`src/rtl/gecko_pkg.sv`:
```
// rtl/gecko_pkg.sv - shared types for the gecko_nano run controller
//
// Purpose: run status enum and result record exchanged between the run
//          controller and the host/test harness.
// Ports:   none (package).

package gecko_pkg;

  // Width of the cycles field carried in a result record.
  localparam int unsigned GECKO_RUN_CYCLES_W = 32;

  typedef enum logic [1:0] {
    RUN_EXIT    = 2'd0,
    RUN_ERROR   = 2'd1,
    RUN_TIMEOUT = 2'd2,
    RUN_ABORTED = 2'd3
  } gecko_run_status_t;

  typedef struct packed {
    gecko_run_status_t               status;
    logic [7:0]                      exit_code;
    logic [GECKO_RUN_CYCLES_W-1:0]   cycles;
  } gecko_run_result_t;

endpackage

```
`src/rtl/gecko_run_counter.sv`:
```
// rtl/gecko_run_counter.sv - loadable saturating up-counter with clear and enable
//
// Purpose: counts up by one per enabled cycle and sticks at all-ones.
//          Priority: clr > load > en.
// Ports:
//   clk, rst      system clock, synchronous active-low reset
//   clr           force count to zero
//   load          load load_value
//   load_value    value taken on load
//   en            increment (saturating)
//   count         registered count
//   count_next    value the counter takes at the next edge

module gecko_run_counter #(
  parameter int unsigned WIDTH = 32
) (
  input  logic             clk,
  input  logic             rst,
  input  logic             clr,
  input  logic             load,
  input  logic [WIDTH-1:0] load_value,
  input  logic             en,
  output logic [WIDTH-1:0] count,
  output logic [WIDTH-1:0] count_next
);

  logic [WIDTH-1:0] count_q;
  logic [WIDTH-1:0] count_d;

  always_comb begin
    count_d = count_q;
    if (clr) begin
      count_d = '0;
    end else if (load) begin
      count_d = load_value;
    end else if (en && (count_q != '1)) begin
      count_d = count_q + WIDTH'(1);
    end
  end

  always_ff @(posedge clk) begin
    if (!rst) begin
      count_q <= '0;
    end else begin
      count_q <= count_d;
    end
  end

  assign count      = count_q;
  assign count_next = count_d;

endmodule

```
`src/rtl/gecko_run_controller.sv`:
```
// rtl/gecko_run_controller.sv - sequences one program run of a gecko_nano core
//
// Purpose: accepts a start, holds the core in reset for RESET_CYCLES, runs it
//          while watching error/exit/abort/watchdog, drains tty output after
//          an exit, then presents one result record until consumed.
// Ports:
//   clk, rst                      system clock, synchronous active-low reset
//   start_valid/start_ready       start handshake (ready only in IDLE)
//   start_timeout                 RUN-cycle budget, 0 disables the watchdog
//   abort                         level abort request
//   core_rst                      active-high reset to the core
//   core_exit_flag/_error_flag    core status flags (honoured in RUN only)
//   core_exit_code                core exit code
//   tty_out_valid                 observed core tty output activity
//   result_valid/result_ready     result handshake
//   result_status/_exit_code/_cycles  result record
//   busy                          high in any state other than IDLE

module gecko_run_controller
  import gecko_pkg::*;
#(
  parameter int unsigned RESET_CYCLES      = 16,
  parameter int unsigned COUNT_WIDTH       = 32,
  parameter int unsigned DRAIN_IDLE_CYCLES = 4
) (
  input  logic                   clk,
  input  logic                   rst,
  input  logic                   start_valid,
  output logic                   start_ready,
  input  logic [COUNT_WIDTH-1:0] start_timeout,
  input  logic                   abort,
  output logic                   core_rst,
  input  logic                   core_exit_flag,
  input  logic                   core_error_flag,
  input  logic [7:0]             core_exit_code,
  input  logic                   tty_out_valid,
  output logic                   result_valid,
  input  logic                   result_ready,
  output logic [1:0]             result_status,
  output logic [7:0]             result_exit_code,
  output logic [COUNT_WIDTH-1:0] result_cycles,
  output logic                   busy
);

  localparam int unsigned RST_W  = $clog2(RESET_CYCLES + 1);
  localparam int unsigned IDLE_W = $clog2(DRAIN_IDLE_CYCLES + 1);

  typedef enum logic [2:0] {
    ST_IDLE   = 3'd0,
    ST_RESET  = 3'd1,
    ST_RUN    = 3'd2,
    ST_DRAIN  = 3'd3,
    ST_REPORT = 3'd4
  } state_t;

  state_t                  state_q,     state_d;
  logic [RST_W-1:0]        rst_cnt_q,   rst_cnt_d;
  logic [COUNT_WIDTH-1:0]  timeout_q,   timeout_d;
  gecko_run_status_t       status_q,    status_d;
  logic [7:0]              exit_code_q, exit_code_d;

  logic                    start_fire;
  logic [COUNT_WIDTH-1:0]  cyc_count;
  logic [COUNT_WIDTH-1:0]  cyc_next;
  logic [IDLE_W-1:0]       idle_next;
  logic [IDLE_W-1:0]       idle_count_unused;
  gecko_run_result_t       result_w;

  assign start_fire = (state_q == ST_IDLE) && start_valid;

  // RUN-cycle counter; it is the result_cycles source, so it freezes
  // outside RUN and is only cleared when the next start is accepted.
  gecko_run_counter #(
    .WIDTH (COUNT_WIDTH)
  ) u_cycle_counter (
    .clk        (clk),
    .rst        (rst),
    .clr        (start_fire),
    .load       (1'b0),
    .load_value ('0),
    .en         (state_q == ST_RUN),
    .count      (cyc_count),
    .count_next (cyc_next)
  );

  // Consecutive tty-idle cycles while draining; any tty activity restarts it.
  gecko_run_counter #(
    .WIDTH (IDLE_W)
  ) u_idle_counter (
    .clk        (clk),
    .rst        (rst),
    .clr        ((state_q != ST_DRAIN) || tty_out_valid),
    .load       (1'b0),
    .load_value ('0),
    .en         (state_q == ST_DRAIN),
    .count      (idle_count_unused),
    .count_next (idle_next)
  );

  always_comb begin
    state_d     = state_q;
    rst_cnt_d   = rst_cnt_q;
    timeout_d   = timeout_q;
    status_d    = status_q;
    exit_code_d = exit_code_q;

    case (state_q)
      ST_IDLE: begin
        if (start_valid) begin
          state_d     = ST_RESET;
          rst_cnt_d   = RST_W'(RESET_CYCLES);
          timeout_d   = start_timeout;
          status_d    = RUN_EXIT;
          exit_code_d = 8'h00;
        end
      end

      ST_RESET: begin
        if (abort) begin
          status_d = RUN_ABORTED;
          state_d  = ST_REPORT;
        end else if (rst_cnt_q == RST_W'(1)) begin
          state_d = ST_RUN;
        end else begin
          rst_cnt_d = rst_cnt_q - RST_W'(1);
        end
      end

      ST_RUN: begin
        // cyc_next is the post-increment count of this RUN cycle.
        if (core_error_flag) begin
          status_d    = RUN_ERROR;
          exit_code_d = core_exit_code;
          state_d     = ST_DRAIN;
        end else if (core_exit_flag) begin
          status_d    = RUN_EXIT;
          exit_code_d = core_exit_code;
          state_d     = ST_DRAIN;
        end else if (abort) begin
          status_d = RUN_ABORTED;
          state_d  = ST_REPORT;
        end else if ((timeout_q != '0) && (cyc_next == timeout_q)) begin
          status_d = RUN_TIMEOUT;
          state_d  = ST_REPORT;
        end
      end

      ST_DRAIN: begin
        // Abort cuts the drain short but keeps the ERROR/EXIT status.
        if (abort || (idle_next == IDLE_W'(DRAIN_IDLE_CYCLES))) begin
          state_d = ST_REPORT;
        end
      end

      ST_REPORT: begin
        if (result_ready) begin
          state_d = ST_IDLE;
        end
      end

      default: begin
        state_d = ST_IDLE;
      end
    endcase
  end

  always_ff @(posedge clk) begin
    if (!rst) begin
      state_q     <= ST_IDLE;
      rst_cnt_q   <= '0;
      timeout_q   <= '0;
      status_q    <= RUN_EXIT;
      exit_code_q <= 8'h00;
    end else begin
      state_q     <= state_d;
      rst_cnt_q   <= rst_cnt_d;
      timeout_q   <= timeout_d;
      status_q    <= status_d;
      exit_code_q <= exit_code_d;
    end
  end

  // All outputs decode from state or registered fields only.
  assign start_ready  = (state_q == ST_IDLE);
  assign busy         = (state_q != ST_IDLE);
  assign result_valid = (state_q == ST_REPORT);
  assign core_rst     = !((state_q == ST_RUN) || (state_q == ST_DRAIN));

  assign result_w.status    = status_q;
  assign result_w.exit_code = exit_code_q;
  assign result_w.cycles    = GECKO_RUN_CYCLES_W'(cyc_count);

  assign result_status    = result_w.status;
  assign result_exit_code = result_w.exit_code;
  assign result_cycles    = COUNT_WIDTH'(result_w.cycles);

endmodule

```
`config.mk`:
```
export PLATFORM = sky130hd
export DESIGN_NAME = gecko_run_controller
export DESIGN_NICKNAME = d
export VERILOG_FILES = /design/src/rtl/gecko_pkg.sv /design/src/rtl/gecko_run_counter.sv /design/src/rtl/gecko_run_controller.sv
export SDC_FILE = /design/constraint.sdc
export NUM_CORES = 1
export LEC_CHECK = 0
export ABC_AREA = 1
export CORE_ASPECT_RATIO = 0.6
export CORE_MARGIN = 2
export CORE_UTILIZATION = 45
export DETAILED_ROUTE_END_ITERATION = 8
export PLACE_DENSITY = 0.7
export SLEW_MARGIN = 30
export SYNTH_ARGS = -nofsm -noshare
export SYNTH_HDL_FRONTEND = slang
export SYNTH_SLANG_ARGS = --single-unit
export TNS_END_PERCENT = 20
```
`constraint.sdc`:
```
create_clock -name clk -period 3.2 [get_ports clk]
set_clock_uncertainty 0.05 [all_clocks]
set_input_delay 0.64 -clock clk [delete_from_list [all_inputs] [get_ports clk]]
set_output_delay 0.64 -clock clk [all_outputs]
set_load 0.02 [all_outputs]
```
==> key figures <==
Status
  • Status: finished, final reports clean

GRT
  • Initial antenna violation count: 0
  • First-pass GRT wire length: 26.3 mm
  • Vias in the first global route: 5170
  • Gr ovfl total: 0
  • Largest net degree at the start of global routing: 51
  • GRT Util Overall: 27.5%

Routing
  • Drt initial violations: 476
  • Residual DRC count: 0
  • Final wirelength: 16.5 mm
  • Via density: 5.43
  • Via count: 5719
  • WL per Instance: 15.6 µm
  • Pre-Repair DR Iteration Count: 6
  • Routed Antenna Nets: 0

Logic synthesis
  • Compound-Gate Fraction of Synth Area: 8.99%
  • Simple-gate share of the synthesized area: 45.5%
  • Ys flop type: dfxtp_1
  • Post-Syn Instances: 814
  • YS warnings: 0
  • Async S/R FF share, synth: 0%
  • Seq cells post-synth: 85
  • Largest family of logic cells by synthesized area: simple AND/OR/NAND/NOR gates
  • Netlist cell types: 40
  • Most frequent cell after synthesis: nand2_1
  • Register area share after synthesis: 33.3%
  • Synth Cell Area: 5110 µm²
  • Synth Area in Adders: 1.23%
  • Post-synth top area share: 33.3%
  • Synth Net Count: 867
  • Leading area contributor after synthesis: dfxtp_1
  • Post-Synth XOR/XNOR Area: 0.686%
  • Mux cell area share after synthesis: 0%
  • Commonest cells post-synth: 199 x nand2_1, 127 x nor2_1, 101 x inv_1
  • Top post-synthesis cells by area: dfxtp_1 33%, nand2_1 15%, nor2_1 9.3%
  • Syn_area_per_cell: 6.27 µm²
  • Post-synth EDFFs: 0

Cells and area
  • Nets: 957
  • Antenna diodes: 0
  • Layout cell share with drive strength beyond 1: 9.13%
  • Fin util: 58.7%
  • Synth-to-Final Area Change: 28.5%

Die
  • Row count: 30
  • Die Y: 86.5 µm
  • Die width: 142 µm
  • Core area: 11200 µm²
  • Die area: 12200 µm²
  • Initial Utilization: 45.6%
  • Ports: 94

Timing
  • Fin. max-slew vios: 0
  • TNS Setup: 0 ns
  • Fin crit share: 90.9%
  • Fmax: 344 MHz
  • Hold Fails Final Rpt: 0
  • Final setup viols: 0
  • Min Tclk post-route: 2.91 ns
  • Max_slew headroom: 62.7%
  • Worst Tran Pin Value: 0.555 ns
  • Final worst slack: 0.292 ns
  • RSZ-0062 raised after global routing: no

CTS
  • # Post-CTS Setup Buffers: 0
  • Clock Tree Root: clkbuf_16
  • Cts repair resizes: 0
  • Skew-Pair Late Insertion Delay: 0.35 ns
  • H-tree levels: 3
  • Clk pin slew, worst setup/hold paths: 0.07 ns
  • Cts bufs inserted: 9
  • Clock Sink Count: 85
  • Clock Path Buffers: 2
  • Hold buffer count at cts: 0
  • TritonCTS clock tree: built

Critical path
  • WP data arrival: 3.14 ns
  • Crit path to: state_q[1]$_SDFFE_PN0P_
  • Crit Path Max Fanout: 9
  • Reg-to-reg endpoint: state_q[1]$_SDFFE_PN0P_
  • R2R Setup Slk: 0.29 ns
  • Crit end category: flop
  • WS Path Type: reg2reg
  • Startpoint types: flop
  • CP startpoint: state_q[1]$_SDFFE_PN0P_
  • CP required: 3.43 ns
  • FF-to-FF Start: state_q[1]$_SDFFE_PN0P_
  • Worst R2R Path Depth: 20

Pwr
  • Max VDD drop: 0.309 mV
  • PwrDens: 646 nW/µm²
  • Clock share of power: 25.9%
  • Combinational power share: 41.1%
  • Internal power: 2480 µW
  • Flop pwr share: 33.0%
  • Lkg Pwr: 0.00264 µW
  • Net Sw Power: 1760 µW
  • Switch share: 41.5%

Job
  • # Max-Cap Violations: 0

Placement
  • DP Wirelength: 12.9 mm
  • Number of port buffers: 93
  • Worst slack at placement: 0.0438 ns
  • GPL Wtd Cong: 0.938

Worst hold path
  • Hold Path Stages: 2
  • Hold Path Class: reg2reg
==> cells in the final DEF, fill, tap and decap left out, drive strengths merged, types with 2 or more instances in the layout <==
cell / n
clkbuf: 9
nand3: 75
clkdlybuf4s50: 93
o21ai: 38
dfxtp: 85
o21bai: 2
nand2: 211
inv: 108
a21o: 2
o211ai: 2
ha: 5
nor3: 21
a211oi: 2
buf: 11
nand4: 46
nor2: 140
xnor2: 2
nand3b: 4
clkinvlp: 3
nor4: 5
a21oi: 35
xor2: 2
a31oi: 2
==> kinds of logic after synthesis <==
logic type / Yosys count
adder cells (fa/ha/maj): 5
buffers and inverters: 131
XOR/XNOR: 4
flip-flops: 85
AO/OA/AOI/OAI: 85
AND/OR/NAND/NOR: 504
==> how the worst min path moves through the flow <==
stage / slack (ns) / endpoint / from
4_1_cts: 0.42 / result_status[1]$_SDFFE_PN0P_ / result_status[1]$_SDFFE_PN0P_
3_5_place_dp: 0.41 / result_status[1]$_SDFFE_PN0P_ / result_status[1]$_SDFFE_PN0P_
3_3_place_gp: 0.41 / result_status[1]$_SDFFE_PN0P_ / result_status[1]$_SDFFE_PN0P_
6_report: 0.41 / result_status[1]$_SDFFE_PN0P_ / result_status[1]$_SDFFE_PN0P_
2_1_floorplan: 0.40 / rst_cnt_q[4]$_SDFFE_PN0P_ / rst_cnt_q[4]$_SDFFE_PN0P_
5_1_grt: 0.46 / timeout_q[27]$_SDFFE_PN0N_ / timeout_q[27]$_SDFFE_PN0N_
==> critical path, cell delays in order, from the launching register on <==
cell     delay (ns)
dfxtp_1        0.47
nand3_4        0.23
inv_2          0.23
nand2_4        0.13
nor2_4         0.23
nand3_1        0.11
nand2_1        0.10
nand3_1        0.09
nand2_1        0.09
nand2_1        0.06
inv_1          0.06
nand2_1        0.08
nor2_4         0.13
nand3_1        0.11
nor2_2         0.14
nand2_1        0.09
nand2_2        0.11
nand3_2        0.11
nand2_1        0.09
inv_1          0.04
nor2_1         0.10
==> per-layer routing <==
layer / part of all wire, % / global-route usage, %
met2: 40 / 39.3
met4: 1.3 / 6.36
met1: 50 / 42.2
met5: 0 / 0
met3: 8.7 / 5.75
==> sequential cells by signal, indices dropped and copies added, names as in the netlist <==
name                   count
state_q                    3
result_exit_code           8
u_cycle_counter.count     32
rst_cnt_q                  5
result_status              2
timeout_q                 32
u_idle_counter.count       3
==> cell type report <==
class | instances | area (µm²)
multi-input cells | 598 | 2910
well taps | 144 | 180
inverters | 106 | 400
repair buffers | 104 | 1050
fillers | 1103 | 4620
clock inverters | 7 | 78.8
clock buffers | 9 | 225
flip-flops and latches | 85 | 1720
==> power by group through the flow <==
stage               Combinational [µW]  Clock, µW  Sequential [µW]
finish                            1740       1100             1400
global route                      1910       1150             1420
CTS                               1700       1100             1390
detailed placement                1690          0             1410
global placement                  1650          0             1410
floorplan                         1060          0             1420
==> per-stage QoR <==
step / hold WS (ns) / power [µW] / instances / area, µm²
global placement: 0.409 / 3060 / 1037 / 6220
global route: 0.465 / 4480 / 1053 / 6560
floorplan: 0.401 / 2480 / 814 / 5110
detailed placement: 0.407 / 3110 / 1037 / 6220
CTS: 0.417 / 4200 / 1053 / 6520
finish: 0.413 / 4240 / 1053 / 6560
No activity file was read; power rests on OpenSTA's default activity.
